**src/rtl/wb_write_queue_if.sv**
```systemverilog
// Writeback queue bus: datapath request handshake, register-bank
// write port, and the two hazard query/response pairs.
interface wb_write_queue_if #(
  parameter int DEPTH = 4
);
  localparam int CW = $clog2(DEPTH + 1);

  logic          in_valid;
  logic          in_ready;
  logic [5:0]    in_reg;
  logic [31:0]   in_data;
  logic          wb_stall;
  logic          reg_write;
  logic [5:0]    reg_escrita;
  logic [31:0]   escreve_dado;
  logic [5:0]    q_reg1;
  logic [5:0]    q_reg2;
  logic          hazard1;
  logic          hazard2;
  logic [CW-1:0] count;

  modport master (
    output in_valid, in_reg, in_data, wb_stall,
    output q_reg1, q_reg2,
    input  in_ready, reg_write, reg_escrita,
    input  escreve_dado, hazard1, hazard2, count
  );

  modport slave (
    input  in_valid, in_reg, in_data, wb_stall,
    input  q_reg1, q_reg2,
    output in_ready, reg_write, reg_escrita,
    output escreve_dado, hazard1, hazard2, count
  );
endinterface

```
**src/rtl/wb_write_queue.sv**
```systemverilog
// In-order writeback queue feeding the 64x32 register bank, with RAW hazard report.
// Define WB_BYPASS_EN to let a push into an empty, unstalled queue issue at once.
module wb_write_queue #(
  parameter int DEPTH   = 4,
  parameter bit DROP_R0 = 1'b1
) (
  input logic             clock,
  input logic             reset,
  wb_write_queue_if.slave bus
);
  localparam int AW = $clog2(DEPTH);
  localparam int CW = $clog2(DEPTH + 1);

  logic [5:0]    mem_reg_q [DEPTH];
  logic [31:0]   mem_dat_q [DEPTH];
  logic [AW-1:0] rd_ptr_q, rd_ptr_d;
  logic [AW-1:0] wr_ptr_q, wr_ptr_d;
  logic [CW-1:0] count_q, count_d;
  logic          we_q, we_d;
  logic [5:0]    idx_q, idx_d;
  logic [31:0]   dat_q, dat_d;

  logic full, empty, push, drop, enq;
  logic pop, byp, wr;
  logic h1, h2;

  always_comb begin
    full  = (count_q == CW'(DEPTH));
    empty = (count_q == '0);
    push  = bus.in_valid && !full;
    drop  = DROP_R0 && (bus.in_reg == 6'd0);
    enq   = push && !drop;
    pop   = !bus.wb_stall && !empty;
`ifdef WB_BYPASS_EN
    byp   = enq && empty && !bus.wb_stall;
`else
    byp   = 1'b0;
`endif
    wr    = enq && !byp;
  end

  always_comb begin
    we_d     = 1'b0;
    idx_d    = idx_q;
    dat_d    = dat_q;
    rd_ptr_d = rd_ptr_q + AW'(pop);
    wr_ptr_d = wr_ptr_q + AW'(wr);
    count_d  = count_q + CW'(wr) - CW'(pop);
    if (pop) begin
      we_d  = 1'b1;
      idx_d = mem_reg_q[rd_ptr_q];
      dat_d = mem_dat_q[rd_ptr_q];
    end else if (byp) begin
      we_d  = 1'b1;
      idx_d = bus.in_reg;
      dat_d = bus.in_data;
    end
  end

  always_ff @(posedge clock) begin
    if (reset) begin
      rd_ptr_q <= '0;
      wr_ptr_q <= '0;
      count_q  <= '0;
      we_q     <= 1'b0;
      idx_q    <= '0;
      dat_q    <= '0;
    end else begin
      rd_ptr_q <= rd_ptr_d;
      wr_ptr_q <= wr_ptr_d;
      count_q  <= count_d;
      we_q     <= we_d;
      idx_q    <= idx_d;
      dat_q    <= dat_d;
    end
  end

  // Storage needs no reset: occupancy is tracked by count_q alone.
  always_ff @(posedge clock) begin
    if (!reset && wr) begin
      mem_reg_q[wr_ptr_q] <= bus.in_reg;
      mem_dat_q[wr_ptr_q] <= bus.in_data;
    end
  end

  // An entry is live when its distance from the head is below count.
  always_comb begin
    logic [AW-1:0] off;
    h1  = bus.reg_write && (bus.reg_escrita == bus.q_reg1);
    h2  = bus.reg_write && (bus.reg_escrita == bus.q_reg2);
    off = '0;
    for (int i = 0; i < DEPTH; i++) begin
      off = AW'(i) - rd_ptr_q;
      if ({1'b0, off} < count_q) begin
        if (mem_reg_q[i] == bus.q_reg1) h1 = 1'b1;
        if (mem_reg_q[i] == bus.q_reg2) h2 = 1'b1;
      end
    end
    if (DROP_R0 && bus.q_reg1 == 6'd0) h1 = 1'b0;
    if (DROP_R0 && bus.q_reg2 == 6'd0) h2 = 1'b0;
  end

  assign bus.in_ready     = !full;
  assign bus.reg_write    = we_q;
  assign bus.reg_escrita  = idx_q;
  assign bus.escreve_dado = dat_q;
  assign bus.count        = count_q;
  assign bus.hazard1      = h1;
  assign bus.hazard2      = h2;
endmodule

```
**src/flat_wrapper.sv**
```systemverilog
// flat-port wrapper written by rule: the top's interface ports become plain ports
module wb_write_queue_flat 
#(
  parameter int DEPTH   = 4,
  parameter bit DROP_R0 = 1'b1
)
  (clock, reset, bus_in_valid, bus_in_reg, bus_in_data, bus_wb_stall, bus_q_reg1, bus_q_reg2, bus_in_ready, bus_reg_write, bus_reg_escrita, bus_escreve_dado, bus_hazard1, bus_hazard2, bus_count);
  wb_write_queue_if #(.DEPTH(DEPTH)) bus_i ();
  input logic clock;
  input logic reset;
  input wire logic [$bits(bus_i.in_valid)-1:0] bus_in_valid;
  input wire logic [$bits(bus_i.in_reg)-1:0] bus_in_reg;
  input wire logic [$bits(bus_i.in_data)-1:0] bus_in_data;
  input wire logic [$bits(bus_i.wb_stall)-1:0] bus_wb_stall;
  input wire logic [$bits(bus_i.q_reg1)-1:0] bus_q_reg1;
  input wire logic [$bits(bus_i.q_reg2)-1:0] bus_q_reg2;
  output wire logic [$bits(bus_i.in_ready)-1:0] bus_in_ready;
  output wire logic [$bits(bus_i.reg_write)-1:0] bus_reg_write;
  output wire logic [$bits(bus_i.reg_escrita)-1:0] bus_reg_escrita;
  output wire logic [$bits(bus_i.escreve_dado)-1:0] bus_escreve_dado;
  output wire logic [$bits(bus_i.hazard1)-1:0] bus_hazard1;
  output wire logic [$bits(bus_i.hazard2)-1:0] bus_hazard2;
  output wire logic [$bits(bus_i.count)-1:0] bus_count;
  assign bus_i.in_valid = bus_in_valid;
  assign bus_i.in_reg = bus_in_reg;
  assign bus_i.in_data = bus_in_data;
  assign bus_i.wb_stall = bus_wb_stall;
  assign bus_i.q_reg1 = bus_q_reg1;
  assign bus_i.q_reg2 = bus_q_reg2;
  assign bus_in_ready = bus_i.in_ready;
  assign bus_reg_write = bus_i.reg_write;
  assign bus_reg_escrita = bus_i.reg_escrita;
  assign bus_escreve_dado = bus_i.escreve_dado;
  assign bus_hazard1 = bus_i.hazard1;
  assign bus_hazard2 = bus_i.hazard2;
  assign bus_count = bus_i.count;
  wb_write_queue #(.DEPTH(DEPTH), .DROP_R0(DROP_R0)) u_core (.clock(clock), .reset(reset), .bus(bus_i));
endmodule
```
**config.mk**
```make
export PLATFORM = sky130hd
export DESIGN_NAME = wb_write_queue_flat
export DESIGN_NICKNAME = d
export VERILOG_FILES = /design/src/rtl/wb_write_queue_if.sv /design/src/rtl/wb_write_queue.sv /design/src/flat_wrapper.sv
export SDC_FILE = /design/constraint.sdc
export NUM_CORES = 1
export LEC_CHECK = 0
export CAP_MARGIN = 10
export CORE_MARGIN = 2
export CORE_UTILIZATION = 45
export DETAILED_ROUTE_END_ITERATION = 8
export GPL_TIMING_DRIVEN = 1
export HOLD_SLACK_MARGIN = 0.06
export PLACE_DENSITY_LB_ADDON = 0.05
export SYNTH_ARGS = -nofsm -noshare
export SYNTH_HDL_FRONTEND = slang
export SYNTH_SLANG_ARGS = --single-unit
```
**constraint.sdc**
```tcl
create_clock -name clock -period 5.1 [get_ports clock]
set_input_delay 0.51 -clock clock [delete_from_list [all_inputs] [get_ports clock]]
set_output_delay 0.51 -clock clock [all_outputs]
set_load 0.005 [all_outputs]
```
==> results of run 1 <==
[registers in the layout, summed over array words and instances (netlist names)]
register and flops:
u_core.mem_dat_q 128, u_core.mem_reg_q 24, u_core.bus.count 3, u_core.wr_ptr_q 2, u_core.rd_ptr_q 2, u_core.bus.reg_escrita 6, u_core.bus.escreve_dado 32, u_core.bus.reg_write 1
[cells in the final DEF, fill, tap and decap left out, types with 3 or more instances in the layout]
cell type and instances:
edfxtp_1 152, inv_1 8, nand4_1 8, dfxtp_1 44, nor4_1 8, nand2_1 80, clkinv_4 3, xnor2_1 30
buf_4 10, clkdlybuf4s50_1 97, inv_6 4, mux4_2 38, clkbuf_16 17, nor2b_1 4, a21oi_1 41, nor2_1 10
xor2_1 35, ha_1 8
[stage by stage]
| stage | setup slack [ps] | total power (W) | hold WS (ps) | instances |
|---|---|---|---|---|
| floorplan | 169 | 0.00270 | 453 | 528 |
| global placement | 1890 | 0.00308 | 442 | 829 |
| detailed placement | 1860 | 0.00310 | 446 | 829 |
| CTS | 1650 | 0.00444 | 456 | 861 |
| global route | 1500 | 0.00459 | 476 | 861 |
| finish | 1680 | 0.00438 | 453 | 861 |
[final timing paths]
path,to,cells past startpoint,from
max,bus_hazard2,8,u_core.rd_ptr_q[0]
min,u_core.bus.escreve_dado[29],2,u_core.bus.escreve_dado[29]
max reg2reg,u_core.bus.count[2],11,u_core.bus.count[2]
min reg2reg,u_core.bus.escreve_dado[29],2,u_core.bus.escreve_dado[29]
[worst max-delay path, stage by stage (launching register included)]
cell,delay [ps]
dfxtp_4,620
xor2_1,240
inv_1,70
ha_1,270
a31oi_1,330
nand4_1,130
o41ai_1,130
o31a_1,180
clkdlybuf4s50_1,500
[kinds of logic (layout without fill, tap and decap cells)]
group / Yosys count / count (layout) / synth area share [%]
compound gates: 51 / 51 / 3.67
buf+inv: 45 / 149 / 2.84
fa+ha+maj: 9 / 9 / 1.48
xor+xnor: 65 / 65 / 7.02
mux: 38 / 38 / 10.6
simple gates: 122 / 122 / 6.75
flops: 198 / 198 / 67.7
[report_power, final]
| group | total, W | switching [W] | internal [W] |
|---|---|---|---|
| Clock | 0.00133 | 0.000572 | 0.000759 |
| Sequential | 0.00206 | 0.000153 | 0.00190 |
| Combinational | 0.000988 | 0.000462 | 0.000526 |
| Total | 0.00438 | 0.00119 | 0.00319 |
[cell type report]
class	count	area, sq um	share of cell area [%]
flip-flops and latches	198	5490	55.6
multi-input cells	285	2420	24.5
repair buffers	108	1050	10.6
clock buffers	20	457	4.62
well taps	229	287	2.90
clock inverters	12	141	1.43
inverters	9	33.8	0.342
[layer usage]
metal	global-route usage [%]	vias up	wire length, um
met3	3.53	13	665
met1	24.3	2288	7710
met2	31.0	100	8350
li1	-	2124	-
met4	6.18	0	167
met5	0	-	0
==> impl_metrics.ini, run 1 <==
[outcome]
status = completed

[timing]
tns_ps = 0
relSlewSlack_pct = 38.2
min_period_ps = 3420
rsz0062_at_grt = false
maxSlewViolCount = 0
hold_viol_final = 0
fin_crit_sh_pct = 67.0
max_freq_mhz = 293
worst_slew_pin_slew_ps = 928
clock_skew_ps = 9.17
setup_viol = 0

[worst_setup_path]
worstPathRequired_ps = 4590
rrSetupSlack_ps = 2210
critPathMaxFanout = 22
arrival_ps = 2910
worstSetupStartpointType = register
worstSetupPathType = reg -> out
end_kind = primary output

[logic_synthesis]
synthCells = 528
yosys_warnings = 0
seq_area_frac_synth_pct = 67.7
async_reset_ff_share_pct = 0
synth_seq_cells = 198
synth.distinct_cells = 34
synth_common_cells = edfxtp_1 (152), nand2_1 (80), dfxtp_1 (46), a21oi_1 (41), mux4_2 (38)
yosysTopAreaCellShare_pct = 56.3
synthMostInstantiatedCell = edfxtp_1
synth_top_cell_by_area = edfxtp_1
syn_area_per_cell_sq_um = 15.4
synthFlopType = edfxtp_1
synth_edf_count = 152
ys_top_cells_by_area = edfxtp_1 (56%), dfxtp_1 (11%), mux4_2 (11%)
syn-cell-area_sq_mm = 0.00811
syn_nets = 591

[detailed_routing]
wl_per_cell_um = 19.6
drc = 0
drt.antenna.violating_nets = 0
viasPerCell = 5.26
first_pass_iters = 4
drt_iter0_drc = 211
routed_wl_um = 16900
vias = 4525

[floorplanning]
dieArea_sq_mm = 0.0191
initial_core_util_pct = 45.4
io_pins = 99
row_count = 49
fp.dieW_um = 138
core_area_sq_mm = 0.0178
die_y_um = 138

[place]
post_dp_cell_area_sq_mm = 0.00928
globalplace.congestion = 0.889
dpl.hpwl_um = 10700
port-buffer-count = 98

[power_and_ir_drop]
vdd_drop_max_mv = 0.300
p_per_area_mw_per_mm2 = 443
leakage_nw = 3.22

[global_routing]
grt-ovfl-total = 0
grt_max_degree = 50
grtUsageTotal_pct = 18.4
grt_pass1_wl_um = 26700
grt_antenna_before_repair = 0
grt_pass1_vias = 4756

[layout]
drive_gt1_share_pct = 14.4
post-route-util_pct = 55.4
layout.nets = 682
area_growth_pct = 21.9
final_area_sq_mm = 0.00988
fill_cells = 1435
antenna_cells = 0

[cts]
cts_setup_buffers = 0
cts_buffer_depth = 2
clk_pin_slew_ps = 70
clk_latency_ps = 420
cts_tree = yes
cts_made_buffers = 17
hold_buffers = 0
cts_root_buffer = clkbuf_16
numClockSinks = 198
cts_resized = 0
htreeDepth = 4

[worst_hold_path]
min_path_type = reg -> reg

[run]
maxCapViolations = 0
No activity file was read; power rests on OpenSTA's default activity.
==> run 2: changes to the inputs <==
==> constraint.sdc (replaced) <==
create_clock -name clock -period 3.11 [get_ports clock]
set_input_delay 0.311 -clock clock [delete_from_list [all_inputs] [get_ports clock]]
set_output_delay 0.311 -clock clock [all_outputs]
set_load 0.005 [all_outputs]
==> impl_metrics.ini, run 2 (synthesized netlist as in run 1, its figures left out) <==
[worst_setup_path]
slowest_delay_ps = 520
crit_path_start = u_core.rd_ptr_q[0]
path_cells = xor2_1, inv_1, ha_1, a31oi_1, nand4_1, o41ai_1, o31a_1, clkdlybuf4s50_1
arrival_ps = 2720
cp_slowest_cell = clkdlybuf4s50_1
r2r_start = u_core.bus.count[2]
worstSetupStartpointType = register
worstPathRequired_ps = 2800
end_kind = primary output
cp_num_buf_inv = 2
cp_top_family = compound AO/OA/AOI/OAI gates
worstSetupPathType = reg -> out
critPathMaxFanout = 10

[detailed_routing]
drt_iter0_drc = 242
vias = 4594
drt.antenna.violating_nets = 0
drc = 0
first_pass_iters = 5
viasPerCell = 5.28
routed_wl_um = 17300
wl_per_cell_um = 19.9

[cts]
numClockSinks = 198
cts_tree = yes
cts_made_buffers = 17
cts_root_buffer = clkbuf_16
cts_setup_buffers = 0
htreeDepth = 4
hold_buffers = 0
clk_latency_ps = 420
clk_pin_slew_ps = 70
cts_buffer_depth = 2

[layout]
layout_commonest_cell = edfxtp_1
layout.nets = 689
layout_common_cells = edfxtp_1 (152), clkdlybuf4s50_1 (97), nand2_1 (80)
fill_cells = 1430
final_area_sq_mm = 0.00995
fin_cells = 870
regMostFlops = u_core.mem_dat_q
area_growth_pct = 22.8
drive_gt1_share_pct = 15.8
largest_reg_flops = 128

[timing]
maxSlewViolCount = 0
max_freq_mhz = 330
rsz0062_at_grt = true
min_period_ps = 3030
hold_viol_final = 0
clock_skew_ps = 12.2
relSlewSlack_pct = 33.3
fin_crit_sh_pct = 97.4
tns_ps = 0
setup_viol = 0
worst_slew_pin_slew_ps = 996

[global_routing]
grt_max_degree = 48
grt-ovfl-total = 0
grt_antenna_before_repair = 2
grtUsageTotal_pct = 19.0
grt_pass1_vias = 4825
grt_pass1_wl_um = 27400

[worst_hold_path]
hp-start = reset
min_path_type = in -> reg

[power_and_ir_drop]
vdd_drop_max_mv = 0.545
leakage_nw = 3.25
p_per_area_mw_per_mm2 = 720
power_w = 0.00717

[place]
globalplace.congestion = 0.877
port-buffer-count = 98
dpl.hpwl_um = 11600
dp_cells = 836
post_dp_cell_area_sq_mm = 0.00936

[floorplanning]
initial_core_util_pct = 45.4
row_count = 49
die_y_um = 138
dieArea_sq_mm = 0.0191
core_area_sq_mm = 0.0178
fp.dieW_um = 138
io_pins = 99

[outcome]
status = completed

[run]
maxCapViolations = 0
## run 2: changes by cell type in the layout (fill, tap and decap cells not counted), moves of 2 or more
cell / before / now
clkinvlp_4: 0 / 2
diode_2: 0 / 2
clkinv_4: 3 / 1
buf_4: 10 / 16
## run 2: area by class of cell
cell class / count / area [sq um] / share of cell area (%)
multi-input cells: 285 / 2430 / 24.4
well taps: 229 / 287 / 2.88
repair buffers: 115 / 1120 / 11.2
diodes: 2 / 5.00 / 0.0503
clock buffers: 21 / 470 / 4.73
inverters: 9 / 33.8 / 0.339
clock inverters: 11 / 118 / 1.18
flip-flops and latches: 198 / 5490 / 55.2
## run 2: routing by layer
layer  wire [um]  up-vias  GRT usage [%]
met4          78        0           4.19
met1        7870     2327           26.0
met3         941        7           5.51
met2        8430      119           30.7
li1            -     2141              -
met5           0        -              0
## run 2: through the flow
stage / setup WS [ps] / util, % / hold WS, ps
floorplan: 115 / - / 410
global placement: 244 / 52.4 / 443
detailed placement: 228 / 52.4 / 446
CTS: 36.3 / 55.7 / 345
global route: -14.4 / 55.8 / 359
finish: 81.2 / 55.8 / 365
## run 2: worst reg2reg max path, cell delays in order, from the launching register on
cell and delay [ps]:
dfxtp_1 410, or3b_2 300, o311ai_4 160, nor4b_4 860, buf_4 390
## run 2: path summary, 6_finish.rpt
path / to / slack, ps / depth (start not counted)
setup / recovery: bus_hazard1 / 80 / 8
hold / removal: u_core.mem_dat_q[1][19] / 370 / 2
setup reg to reg: u_core.mem_dat_q[1][1] / 680 / 4
hold reg to reg: u_core.bus.escreve_dado[16] / 450 / 2
## run 2: report_power, final
| group | internal (W) | total, W | switching [W] |
|---|---|---|---|
| Clock | 0.00119 | 0.00214 | 0.000951 |
| Combinational | 0.000888 | 0.00172 | 0.000831 |
| Sequential | 0.00312 | 0.00331 | 0.000188 |
## run 2: repair_timing
item,CTS,global route
resized for setup,0,2
hold endpoints to repair,0,0
setup endpoints to repair,0,2
==> run 3: changes to the inputs <==
--- a/config.mk
+++ b/config.mk
@@ -5,13 +5,13 @@
 export SDC_FILE = /design/constraint.sdc
 export NUM_CORES = 1
 export LEC_CHECK = 0
-export CAP_MARGIN = 10
 export CORE_MARGIN = 2
 export CORE_UTILIZATION = 45
 export DETAILED_ROUTE_END_ITERATION = 8
 export GPL_TIMING_DRIVEN = 1
 export HOLD_SLACK_MARGIN = 0.06
 export PLACE_DENSITY_LB_ADDON = 0.05
+export RECOVER_POWER = 100
 export SYNTH_ARGS = -nofsm -noshare
 export SYNTH_HDL_FRONTEND = slang
 export SYNTH_SLANG_ARGS = --single-unit
==> impl_metrics.ini, run 3 (synthesized netlist as in run 1, its figures left out) <==
[timing]
min_period_ps = 3020
setup_viol = 0
worst_slew_pin_slew_ps = 1180
hold_viol_final = 0
clock_skew_ps = 12.2
rsz0062_at_grt = true
fin_crit_sh_pct = 97.0
max_freq_mhz = 332
tns_ps = 0
maxSlewViolCount = 0
relSlewSlack_pct = 21.2

[global_routing]
grt_max_degree = 48
grtUsageTotal_pct = 19.0
grt_pass1_wl_um = 27400
grt-ovfl-total = 0
grt_pass1_vias = 4825
grt_antenna_before_repair = 2

[floorplanning]
dieArea_sq_mm = 0.0191
io_pins = 99
row_count = 49
initial_core_util_pct = 45.4
core_area_sq_mm = 0.0178
fp.dieW_um = 138
die_y_um = 138

[detailed_routing]
routed_wl_um = 17200
drt.antenna.violating_nets = 0
viasPerCell = 5.25
drt_iter0_drc = 255
drc = 0
first_pass_iters = 5
vias = 4566
wl_per_cell_um = 19.8

[worst_setup_path]
worstSetupPathType = reg -> out
worstPathRequired_ps = 2800
rrSetupSlack_ps = 280
arrival_ps = 2700
worstReg2RegEnd = u_core.mem_reg_q[2][2]
end_kind = primary output
r2r_start = u_core.bus.count[2]
crit_path_start = u_core.rd_ptr_q[0]
endpoint = bus_hazard1
worstSetupStartpointType = register
critPathMaxFanout = 10
rr_worst_depth = 6

[cts]
cts_root_buffer = clkbuf_16
htreeDepth = 4
clk_pin_slew_ps = 70
cts_setup_buffers = 0
cts_made_buffers = 17
cts_tree = yes
numClockSinks = 198
clk_latency_ps = 420
hold_buffers = 0
cts_buffer_depth = 2

[layout]
regMostFlops = u_core.mem_dat_q
final_area_sq_mm = 0.00989
layout.nets = 689
area_growth_pct = 22.0
largest_reg_flops = 128
fill_cells = 1440
layout_common_cells = edfxtp_1 (152), nand2_1 (80), dlygate4sd3_1 (80)
seqCellArea_sq_mm = 0.00549
drive_gt1_share_pct = 14.7
multi_input_area_sq_mm = 0.00240
post-route-util_pct = 55.4
layout_commonest_cell = edfxtp_1

[place]
post_dp_cell_area_sq_mm = 0.00936
globalplace.congestion = 0.877
port-buffer-count = 98
dpl.hpwl_um = 11600

[power_and_ir_drop]
vdd_drop_max_mv = 0.542
p_per_area_mw_per_mm2 = 716
leakage_nw = 3.36
power_w = 0.00708

[run]
maxCapViolations = 0

[worst_hold_path]
min_path_type = in -> reg

[outcome]
status = completed
[run 3: cell count changes in the layout (fill, tap and decap cells not counted), moves of 2 or more]
cell | previous run | this run
clkbuf_2 | 0 | 8
clkbuf_1 | 1 | 3
dlygate4sd3_1 | 0 | 80
buf_4 | 16 | 7
clkdlybuf4s50_1 | 97 | 17
[run 3: per-stage QoR]
| step | worst slack, ps | hold slack (ps) | std cells |
|---|---|---|---|
| 6_report | 94.8 | 355 | 870 |
| 5_1_grt | -14.4 | 347 | 868 |
| 4_1_cts | 36.3 | 345 | 868 |
| 3_5_place_dp | 228 | 446 | 836 |
| 3_3_place_gp | 244 | 443 | 836 |
| 2_1_floorplan | 115 | 410 | 528 |
[run 3: layer usage]
metal  up-vias  track usage [%]  routed length (um)
li1       2146                -                   -
met5         -                0                   0
met1      2309             26.0                7900
met3         7             5.51                 833
met2       104             30.7                8420
met4         0             4.19                  89
[run 3: worst min-delay path by stage]
stage | endpoint | from | slack (ps) | cells past startpoint
final | u_core.mem_dat_q[1][19] | reset | 360 | 2
after global routing | u_core.mem_dat_q[1][23] | reset | 350 | 2
after CTS | u_core.mem_dat_q[1][19] | reset | 340 | 2
after detailed placement | u_core.bus.escreve_dado[16] | u_core.bus.escreve_dado[16] | 450 | 2
after global placement | u_core.bus.escreve_dado[5] | u_core.bus.escreve_dado[5] | 440 | 2
after floorplan | u_core.mem_dat_q[0][0] | bus_in_data[0] | 410 | 0
[run 3: worst max-delay path, cell delays in order, from the launching register on]
cell and delay [ps]:
dfxtp_4 440, xor2_1 220, inv_1 70, ha_1 280, a31oi_1 320, nand4_1 130, o41ai_1 90, o31a_1 210
clkdlybuf4s50_1 520
[run 3: area by class of cell]
| class | count | share of cell area [%] |
|---|---|---|
| Multi-Input combinational cell | 285 | 24.3 |
| Clock buffer | 21 | 4.76 |
| Clock inverter | 11 | 1.19 |
| Inverter | 9 | 0.342 |
| Sequential cell | 198 | 55.5 |
| Tap cell | 229 | 2.90 |
| Timing Repair Buffer | 115 | 10.9 |
| Antenna cell | 2 | 0.0506 |
[run 3: power breakdown]
| part | internal [W] | switching (W) | leakage [nW] | total, W |
|---|---|---|---|---|
| logic | 0.000818 | 0.000824 | 1.31 | 0.00164 |
| clock network | 0.00119 | 0.000950 | 0.285 | 0.00214 |
| registers | 0.00313 | 0.000178 | 1.76 | 0.00330 |
| total | 0.00513 | 0.00195 | 3.36 | 0.00708 |
[run 3: repair_timing]
| action | in CTS | in global routing |
|---|---|---|
| endpoints found under the hold margin | 0 | 0 |
| resized for setup | 0 | 2 |
| setup endpoints to repair | 0 | 2 |
